===== src/rtl/uprog_pkg.sv =====
// ============================================================================
// Module      : uprog_pkg
// Description : Shared types and encodings for the rvuprog microprogram
//               sequencer: micro-PC state codes, control-field encodings,
//               the packed control word and the supported opcodes.
// Revision    : 1.0 - initial release
// ============================================================================
`default_nettype none

package uprog_pkg;

    // Micro-PC state codes; 12..15 are unused and decode as ERROR
    typedef enum logic [3:0] {
        FETCH    = 4'd0,
        DECODE   = 4'd1,
        MEMADR   = 4'd2,
        MEMREAD  = 4'd3,
        MEMWB    = 4'd4,
        MEMWRITE = 4'd5,
        EXECR    = 4'd6,
        EXECI    = 4'd7,
        ALUWB    = 4'd8,
        JAL      = 4'd9,
        BEQ      = 4'd10,
        ERROR    = 4'd11
    } upc_state_t;

    // Unified-memory address select
    localparam logic       ADR_PC        = 1'b0;
    localparam logic       ADR_RESULT    = 1'b1;

    // Result mux select
    localparam logic [1:0] RES_ALUOUT    = 2'b00;
    localparam logic [1:0] RES_DATA      = 2'b01;
    localparam logic [1:0] RES_ALURESULT = 2'b10;

    // ALU operand A select
    localparam logic [1:0] SRCA_PC       = 2'b00;
    localparam logic [1:0] SRCA_OLDPC    = 2'b01;
    localparam logic [1:0] SRCA_RD1      = 2'b10;

    // ALU operand B select
    localparam logic [1:0] SRCB_RD2      = 2'b00;
    localparam logic [1:0] SRCB_IMM      = 2'b01;
    localparam logic [1:0] SRCB_FOUR     = 2'b10;

    // ALU operation class
    localparam logic [1:0] ALUOP_ADD     = 2'b00;
    localparam logic [1:0] ALUOP_SUB     = 2'b01;
    localparam logic [1:0] ALUOP_FUNCT   = 2'b10;

    // Supported major opcodes (Instr[6:0])
    localparam logic [6:0] OP_LW         = 7'b0000011;
    localparam logic [6:0] OP_SW         = 7'b0100011;
    localparam logic [6:0] OP_R          = 7'b0110011;
    localparam logic [6:0] OP_I          = 7'b0010011;
    localparam logic [6:0] OP_JAL        = 7'b1101111;
    localparam logic [6:0] OP_BEQ        = 7'b1100011;

    // One microinstruction worth of datapath control
    typedef struct packed {
        logic       pc_update;
        logic       branch;
        logic       adr_src;
        logic       ir_write;
        logic       mem_write;
        logic       reg_write;
        logic [1:0] result_src;
        logic [1:0] alu_src_a;
        logic [1:0] alu_src_b;
        logic [1:0] alu_op;
        logic       illegal;
    } ctrl_word_t;

    // Word presented while reset is held: FETCH selects, nothing enabled
    localparam ctrl_word_t CW_RESET = '{
        pc_update  : 1'b0,
        branch     : 1'b0,
        adr_src    : ADR_PC,
        ir_write   : 1'b0,
        mem_write  : 1'b0,
        reg_write  : 1'b0,
        result_src : RES_ALURESULT,
        alu_src_a  : SRCA_PC,
        alu_src_b  : SRCB_FOUR,
        alu_op     : ALUOP_ADD,
        illegal    : 1'b0
    };

endpackage

`default_nettype wire


===== src/rtl/uprog_rom.sv =====
// ============================================================================
// Module      : uprog_rom
// Description : Combinational microcode ROM. Maps the micro-PC to its control
//               word and evaluates both opcode dispatch tables.
// Revision    : 1.0 - initial release
// ============================================================================
`default_nettype none

module uprog_rom
    import uprog_pkg::*;
#(
    parameter int UPC_W = 4
) (
    input  logic [UPC_W-1:0] i_upc,
    input  logic [6:0]       i_op,
    output ctrl_word_t       o_ctrl,
    output upc_state_t       o_disp1,
    output upc_state_t       o_disp2
);

    // DECODE dispatch: choose the first execution state from the opcode
    function automatic upc_state_t dispatch1(input logic [6:0] op);
        upc_state_t s;
        case (op)
            OP_LW, OP_SW: s = MEMADR;
            OP_R:         s = EXECR;
            OP_I:         s = EXECI;
            OP_JAL:       s = JAL;
            OP_BEQ:       s = BEQ;
            default:      s = ERROR;
        endcase
        return s;
    endfunction

    // MEMADR dispatch: split loads from stores
    function automatic upc_state_t dispatch2(input logic [6:0] op);
        upc_state_t s;
        case (op)
            OP_LW:   s = MEMREAD;
            OP_SW:   s = MEMWRITE;
            default: s = ERROR;
        endcase
        return s;
    endfunction

    ctrl_word_t w_word;

    // Microcode contents: one control word per micro-PC value
    always_comb begin
        w_word = '0;
        case (i_upc)
            UPC_W'(FETCH): begin
                w_word.ir_write   = 1'b1;
                w_word.pc_update  = 1'b1;
                w_word.alu_src_b  = SRCB_FOUR;
                w_word.result_src = RES_ALURESULT;
            end
            UPC_W'(DECODE): begin
                w_word.alu_src_a = SRCA_OLDPC;
                w_word.alu_src_b = SRCB_IMM;
            end
            UPC_W'(MEMADR): begin
                w_word.alu_src_a = SRCA_RD1;
                w_word.alu_src_b = SRCB_IMM;
            end
            UPC_W'(MEMREAD): begin
                w_word.adr_src = ADR_RESULT;
            end
            UPC_W'(MEMWB): begin
                w_word.result_src = RES_DATA;
                w_word.reg_write  = 1'b1;
            end
            UPC_W'(MEMWRITE): begin
                w_word.adr_src   = ADR_RESULT;
                w_word.mem_write = 1'b1;
            end
            UPC_W'(EXECR): begin
                w_word.alu_src_a = SRCA_RD1;
                w_word.alu_op    = ALUOP_FUNCT;
            end
            UPC_W'(EXECI): begin
                w_word.alu_src_a = SRCA_RD1;
                w_word.alu_src_b = SRCB_IMM;
                w_word.alu_op    = ALUOP_FUNCT;
            end
            UPC_W'(ALUWB): begin
                w_word.reg_write = 1'b1;
            end
            UPC_W'(JAL): begin
                w_word.alu_src_a = SRCA_OLDPC;
                w_word.alu_src_b = SRCB_FOUR;
                w_word.pc_update = 1'b1;
            end
            UPC_W'(BEQ): begin
                w_word.alu_src_a = SRCA_RD1;
                w_word.alu_op    = ALUOP_SUB;
                w_word.branch    = 1'b1;
            end
            default: begin
                // ERROR and every unused code: trap with all enables low
                w_word.illegal = 1'b1;
            end
        endcase
    end

    assign o_ctrl  = w_word;
    assign o_disp1 = dispatch1(i_op);
    assign o_disp2 = dispatch2(i_op);

endmodule

`default_nettype wire


===== src/rtl/uprog_sequencer.sv =====
// ============================================================================
// Module      : uprog_sequencer
// Description : Microprogram sequencer for the rvuprog multicycle core. Holds
//               the micro-PC, selects the next address (sequential, dispatch
//               or trap) and drives the datapath control word with zero
//               latency from the micro-PC.
//               Optional build macro UPROG_WAIT_EN adds a mem_ready input that
//               stalls FETCH, MEMREAD and MEMWRITE until memory is ready.
// Revision    : 1.0 - initial release
// ============================================================================
`default_nettype none

module uprog_sequencer
    import uprog_pkg::*;
#(
    parameter int UPC_W    = 4,
    parameter bit ERR_HOLD = 1'b1
) (
    input  logic             clk,
    input  logic             reset,
    input  logic [6:0]       op,
    input  logic             zero,
`ifdef UPROG_WAIT_EN
    input  logic             mem_ready,
`endif
    output logic             pc_write,
    output logic             adr_src,
    output logic             ir_write,
    output logic             mem_write,
    output logic             reg_write,
    output logic [1:0]       result_src,
    output logic [1:0]       alu_src_a,
    output logic [1:0]       alu_src_b,
    output logic [1:0]       alu_op,
    output logic [UPC_W-1:0] upc,
    output logic             illegal
);

    logic [UPC_W-1:0] r_upc;
    logic [UPC_W-1:0] w_upc_nxt;
    ctrl_word_t       w_rom;
    ctrl_word_t       w_word;
    upc_state_t       w_disp1;
    upc_state_t       w_disp2;
    logic             w_ready;
    logic             w_mem_state;
    logic             w_stall;

    uprog_rom #(
        .UPC_W   (UPC_W)
    ) u_rom (
        .i_upc   (r_upc),
        .i_op    (op),
        .o_ctrl  (w_rom),
        .o_disp1 (w_disp1),
        .o_disp2 (w_disp2)
    );

`ifdef UPROG_WAIT_EN
    assign w_ready = mem_ready;
`else
    assign w_ready = 1'b1;
`endif

    // Only the states that touch unified memory wait for it
    assign w_mem_state = (r_upc == UPC_W'(FETCH))   ||
                         (r_upc == UPC_W'(MEMREAD)) ||
                         (r_upc == UPC_W'(MEMWRITE));
    assign w_stall     = w_mem_state && !w_ready;

    // Next-address select: sequential successor, dispatch target or trap
    always_comb begin
        w_upc_nxt = UPC_W'(ERROR);
        case (r_upc)
            UPC_W'(FETCH):    w_upc_nxt = UPC_W'(DECODE);
            UPC_W'(DECODE):   w_upc_nxt = UPC_W'(w_disp1);
            UPC_W'(MEMADR):   w_upc_nxt = UPC_W'(w_disp2);
            UPC_W'(MEMREAD):  w_upc_nxt = UPC_W'(MEMWB);
            UPC_W'(MEMWB):    w_upc_nxt = UPC_W'(FETCH);
            UPC_W'(MEMWRITE): w_upc_nxt = UPC_W'(FETCH);
            UPC_W'(EXECR):    w_upc_nxt = UPC_W'(ALUWB);
            UPC_W'(EXECI):    w_upc_nxt = UPC_W'(ALUWB);
            UPC_W'(JAL):      w_upc_nxt = UPC_W'(ALUWB);
            UPC_W'(ALUWB):    w_upc_nxt = UPC_W'(FETCH);
            UPC_W'(BEQ):      w_upc_nxt = UPC_W'(FETCH);
            default:          w_upc_nxt = ERR_HOLD ? UPC_W'(ERROR) : UPC_W'(FETCH);
        endcase
        if (w_stall) begin
            w_upc_nxt = r_upc;
        end
    end

    // Micro-PC register with synchronous active-low reset to FETCH
    always_ff @(posedge clk) begin
        if (!reset) begin
            r_upc <= UPC_W'(FETCH);
        end else begin
            r_upc <= w_upc_nxt;
        end
    end

    // Gate the ROM word: stalls drop memory-side enables, reset drops all
    always_comb begin
        w_word = w_rom;
        if (w_stall) begin
            w_word.ir_write  = 1'b0;
            w_word.pc_update = 1'b0;
            w_word.branch    = 1'b0;
            w_word.mem_write = 1'b0;
        end
        if (!reset) begin
            w_word = CW_RESET;
        end
    end

    assign pc_write   = w_word.pc_update | (w_word.branch & zero);
    assign adr_src    = w_word.adr_src;
    assign ir_write   = w_word.ir_write;
    assign mem_write  = w_word.mem_write;
    assign reg_write  = w_word.reg_write;
    assign result_src = w_word.result_src;
    assign alu_src_a  = w_word.alu_src_a;
    assign alu_src_b  = w_word.alu_src_b;
    assign alu_op     = w_word.alu_op;
    assign illegal    = w_word.illegal;
    assign upc        = r_upc;

endmodule

`default_nettype wire


===== config.mk =====
export PLATFORM = sky130hd
export DESIGN_NAME = uprog_sequencer
export DESIGN_NICKNAME = d
export VERILOG_FILES = /design/src/rtl/uprog_pkg.sv /design/src/rtl/uprog_rom.sv /design/src/rtl/uprog_sequencer.sv
export SDC_FILE = /design/constraint.sdc
export NUM_CORES = 1
export LEC_CHECK = 0
export CORE_AREA = 2 2 39 41
export CTS_CLUSTER_DIAMETER = 80
export CTS_CLUSTER_SIZE = 24
export DETAILED_ROUTE_END_ITERATION = 16
export DIE_AREA = 0 0 41 43
export PLACE_DENSITY = 0.79
export REMOVE_ABC_BUFFERS = 1
export SLEW_MARGIN = 20
export SYNTH_ARGS = -nofsm -noshare
export SYNTH_HDL_FRONTEND = slang
export SYNTH_SLANG_ARGS = --single-unit

===== constraint.sdc =====
create_clock -name clk -period 2.8 [get_ports clk]
set_input_delay 0.84 -clock clk [delete_from_list [all_inputs] [get_ports clk]]
set_output_delay 0.84 -clock clk [all_outputs]
set_load 0.005 [all_outputs]

; Word-level counts from Yosys, hierarchy flattened
; Index checks and enable logic that the tools add are counted.
[totals]
out_inout_bits = 18
inputBits = 10
elab_cells = 46
regBits = 4
[op_classes]
muxes = 15
n_bitwise = 2
n_reduce_logical = 12
n_eq_ne = 16
[op_table]
columns = op, count
row1 = $pmux W4 S6, 1
row2 = $pmux W4 S5, 1
row3 = $eq A4 B3 Y1 const B, 4
row4 = $pmux W2 S2, 4
row5 = $mux W15, 1
row6 = $eq A7 B6 Y1 const B, 2
row7 = $eq A7 B7 Y1 const B, 2
row8 = $eq A4 B4 Y1 const B, 3
row9 = $reduce_or A2 Y1, 6
row10 = $reduce_or A11 Y1, 1
row11 = $eq A4 B2 Y1 const B, 2
row12 = $pmux W4 S2, 1
row13 = $reduce_or A4 Y1, 2
row14 = $eq A7 B2 Y1 const B, 1
row15 = $eq A7 B5 Y1 const B, 1
row16 = $mux W1, 7
row17 = $reduce_or A3 Y1, 2
row18 = $eq A4 B1 Y1 const B, 1
row19 = $logic_not A4 Y1, 1
row20 = $and A1 B1 Y1, 1
row21 = $or A1 B1 Y1, 1

; Depth between registers and ports, before layout
[depth]
word_depth = 6
mapped_depth = 5
depth_no_buf = 3

; Hierarchy
; Synthesis repeated with hierarchy kept, for this count alone.
[unflattened]
hier_cells = 90
area_unflattened_um2 = 601.8
[modules_own_cells]
columns = module, instances, cells_per_inst, area_per_inst_um2, seq_area_each_um2
row1 = uprog_sequencer, 1, 45, 332.8, 80.1
row2 = uprog_rom, 1, 45, 269.0, 0.0

; Least setup slack after synthesis
; No wires, ideal clock.
[synth_timing]
kind = input -> output
startpoint = input port reset
endpoint = output port result_src[0]
arrival_time_ns = 1.292
path_stages = 3
n_path_buf = 0
t_required_ns = 1.960
path_slack_ns = 0.668
path_cell_list = nor2b_1 > nand2_1 > nor3_1
[synth_via]
elab_chain_cells = 1
[synth_rtl]
columns = element, line
row1 = start: declaration, uprog_sequencer.sv:20  ; input logic reset,
row2 = $mux W15, uprog_sequencer.sv:111  ; if (!reset) begin
row3 = end: declaration, uprog_sequencer.sv:31  ; output logic [1:0] result_src,
; No other way between the ends.

; Final worst setup path
[layout_timing]
startpoint = input port reset
endpoint = output port alu_src_b[0]
[layout_via]
elab_chain_cells = 1
[layout_rtl]
columns = element, line
row1 = $mux W15, uprog_sequencer.sv:111
row2 = end: declaration, uprog_sequencer.sv:33  ; output logic [1:0] alu_src_b,
; No other way between the ends.

==> flow_summary.rst <==
.. list-table::
   :header-rows: 1

   * - Metric
     - Value
   * - Detail-routed via count per cell
     - 5.43
   * - Cell Pwr Density
     - 767 nW/um^2
   * - Most instantiated flip-flop cell in the synthesis netlist
     - dfxtp_1
   * - Cell types occupying the most area after synthesis
     - dfxtp_1, nand2b_1, nand4bb_4
   * - Most common library cells after synthesis
     - nand2b_1, nor2_1, a21oi_1, buf_2
   * - Largest vdd supply drop
     - 347 uV
   * - Status
     - completed
   * - Avg Cell Area, Syn
     - 7.38 um^2
   * - Port bufs
     - 27
   * - Post-route worst hold slack
     - 697 ps
   * - Sequential share of the synthesized area
     - 16.0%
   * - Post-synthesis compound-gate area fraction
     - 23.4%
   * - Fraction of layout instances using a drive strength above 1
     - 18.6%
   * - Ports
     - 28
   * - H-tree Lvls
     - 1
   * - Dominant combinational cell family by area after synthesis
     - simple AND/OR/NAND/NOR gates
   * - Internal power of the cells
     - 0.395 mW
   * - Worst Hold Path EP
     - upc[3]$_SDFF_PN0_
   * - Post-layout worst setup margin
     - 73.7 ps
   * - Insertion delay of the later-clocked pin in the worst-skew pair
     - 230 ps
   * - Post-synthesis register bit count
     - 4
   * - Multi-input logic area
     - 400 um^2
   * - Initial Utilization
     - 36.3%
   * - Final Critical Period
     - 2730 ps
   * - Drt wl/cell
     - 12.7 um
   * - Net switching power
     - 0.275 mW
   * - Synth Instances
     - 68
   * - DR DRC count
     - 0
   * - Kind of launch point of the worst setup path
     - input pin
   * - Clock tree from TritonCTS
     - done
   * - Utilization after layout
     - 63.1%
   * - Clock root buffer master
     - clkbuf_4
   * - Max reg flops
     - 4
   * - Number of antenna cells inserted
     - 0
   * - Row count
     - 14
   * - DRT Pass-1 Iters
     - 5
   * - Hold Path Stages
     - 2
   * - Worst Path Required
     - 1960 ps
   * - Standby leakage power
     - 0.452 nW
   * - Antenna Violating Nets Remaining
     - 0
   * - Placement-stage worst setup slack
     - -455 ps
   * - Final Max Slew Viols
     - 0
   * - Total congestion overflow after global routing
     - 0
   * - CP Data Arrival Time
     - 1890 ps
   * - DIE WIDTH
     - 41 um
   * - Number of failing hold endpoints at the final stage
     - 0
   * - Clk_skew
     - 2.17 ps
   * - Die Height
     - 43 um
   * - Clock-pin transition on the worst setup and hold timing paths
     - 30 ps
   * - Critical path type
     - input pin to primary output
   * - Number of synthesized flops with an enable pin
     - 0
   * - Startpoint of the lowest-slack hold path
     - upc[0]$_SDFF_PN0_
   * - Cts bufs inserted
     - 3
   * - Unrepaired setup endpoints after global routing
     - false
   * - Total core area
     - 1380 um^2
   * - Placer congestion estimate
     - 0.871
   * - Area share of the leading cell type in the synthesized netlist
     - 16.0%
   * - Total via count after detailed routing
     - 641
   * - Most area-hungry cell type in the Yosys netlist
     - dfxtp_1
   * - Final period util
     - 97.4%
   * - Sequential cell fraction of total power
     - 24.4%
   * - Final setup vio count
     - 0
   * - DRT Wirelength
     - 1500 um
   * - Tightest Pin Transition
     - 520 ps
   * - Reg2reg setup slack
     - 1500 ps
   * - Filler Cells Inserted
     - 130
   * - Sw frac
     - 41.0%
   * - Proportion of synthesized area in mux cells
     - 2.00%
   * - Clock Tree Buf Depth
     - 2
   * - Clk sink count
     - 4
   * - Netlist area before placement
     - 502 um^2
   * - Reg2reg end
     - upc[2]$_SDFF_PN0_
   * - Clock group share of total power
     - 10.1%
   * - RR Startpoint
     - upc[1]$_SDFF_PN0_
   * - Area growth, synth to finish
     - 74.1%
   * - Number of cell instances on the worst register-to-register path
     - 3
   * - Async SR Flop Fraction
     - 0%
   * - Vias in the first global route
     - 569
   * - Worst setup EP type
     - primary output
   * - Pin count of the biggest net entering global routing
     - 16
   * - Crit-path max FO
     - 4
   * - Overall Global Routing Usage
     - 19.0%
   * - Library cells used by synthesis
     - 34
   * - HPWL after detailed placement
     - 1140 um
   * - Maximum frequency from static timing analysis
     - 0.367 GHz
   * - Total Neg Setup Slack
     - 0 ps
   * - Synthesized-area fraction occupied by xor and xnor cells
     - 8.73%
   * - Area of the die
     - 1760 um^2
   * - Total Nets Final
     - 114
   * - Antenna violations before repair
     - 0
   * - Comb power frac
     - 65.6%
   * - Number of warnings reported in the yosys synthesis log
     - 0
   * - Adder-Cell Fraction of Synth Area
     - 0%
   * - Area share of and/or/nand/nor cells after synthesis
     - 42.6%
   * - Wire length of the first global-routing pass
     - 2350 um
   * - Max-Cap Viols
     - 0
   * - Hold WC Path Type
     - flip-flop to flip-flop
   * - Max-slew headroom at the worst pin
     - 65.3%
   * - First DRT Iteration DRCs
     - 23
   * - Combined flip-flop and latch cell area
     - 81.3 um^2
==> metal layers <==
layer  global-route usage, %  vias to the layer above  wire (um)
met5                       0                        -          0
met4                    5.33                        0          0
met3                    4.71                        0        137
met2                    32.5                       28        759
met1                    22.0                      291        606
li1                        -                      322          -
==> worst max path at each step <==
stage,slack [ps],depth (start not counted),endpoint,start
after floorplan,650,3,result_src[0],reset
after global placement,-350,5,result_src[0],reset
after detailed placement,-460,5,result_src[0],reset
after CTS,50,5,alu_op[0],reset
after global routing,20,4,alu_src_b[0],reset
final,70,4,alu_src_b[0],reset
==> final cells by class <==
cell class	count	area share (%)
well taps	16	2.29
repair buffers	36	38.7
inverters	3	1.29
clock buffers	3	2.58
flip-flops and latches	4	9.31
multi-input cells	56	45.8
==> through the flow <==
stage | std cells | total power [mW] | instance area [um^2]
finish | 118 | 0.670 | 873
global route | 118 | 0.732 | 873
CTS | 117 | 0.668 | 855
detailed placement | 112 | 0.591 | 812
global placement | 112 | 0.584 | 812
floorplan | 63 | 0.352 | 477
==> worst max-delay path, cell delays in order <==
cell             delay, ps
dlygate4sd2_1          240
nor2b_4                180
and2_1                 130
clkdlybuf4s50_1        490
==> timing repair <==
item | CTS | global route
buffers inserted | 2 | 1
resized for setup | 16 | 5
setup endpoints to repair | 14 | 6
pin swaps | 4 | 1
hold buffers | 0 | 0
endpoints found under the hold margin | 0 | 0
==> cell families after synthesis <==
| group | Yosys count |
|---|---|
| buffers and inverters | 8 |
| AO/OA/AOI/OAI | 16 |
| AND/OR/NAND/NOR | 34 |
| flip-flops | 4 |
| XOR/XNOR | 5 |
| multiplexers | 1 |
==> layout by cell type (no fill, tap or decap), types with 2 or more instances in the layout <==
master / synthesis / routed
a21oi_1: 5 / 5
and3_1: 2 / 2
buf_4: 0 / 8
clkbuf_4: 0 / 3
clkdlybuf4s50_1: 0 / 15
dfxtp_1: 4 / 3
dlygate4sd2_1: 0 / 7
dlymetal6s2s_1: 0 / 4
inv_1: 2 / 2
nand2_1: 4 / 3
nand2b_1: 6 / 6
nand3_1: 2 / 2
nor2_1: 6 / 6
nor2b_1: 3 / 2
o311ai_0: 2 / 2
xnor2_1: 2 / 2
xor2_1: 3 / 3
==> power by group through the flow <==
stage | Combinational (mW) | Sequential, mW | Clock, mW
2_1_floorplan | 0.189 | 0.163 | 0
3_3_place_gp | 0.428 | 0.156 | 0
3_5_place_dp | 0.434 | 0.157 | 0
4_1_cts | 0.437 | 0.160 | 0.0704
5_1_grt | 0.486 | 0.172 | 0.0741
6_report | 0.439 | 0.163 | 0.0673
Power figures use the tool's default switching activity.
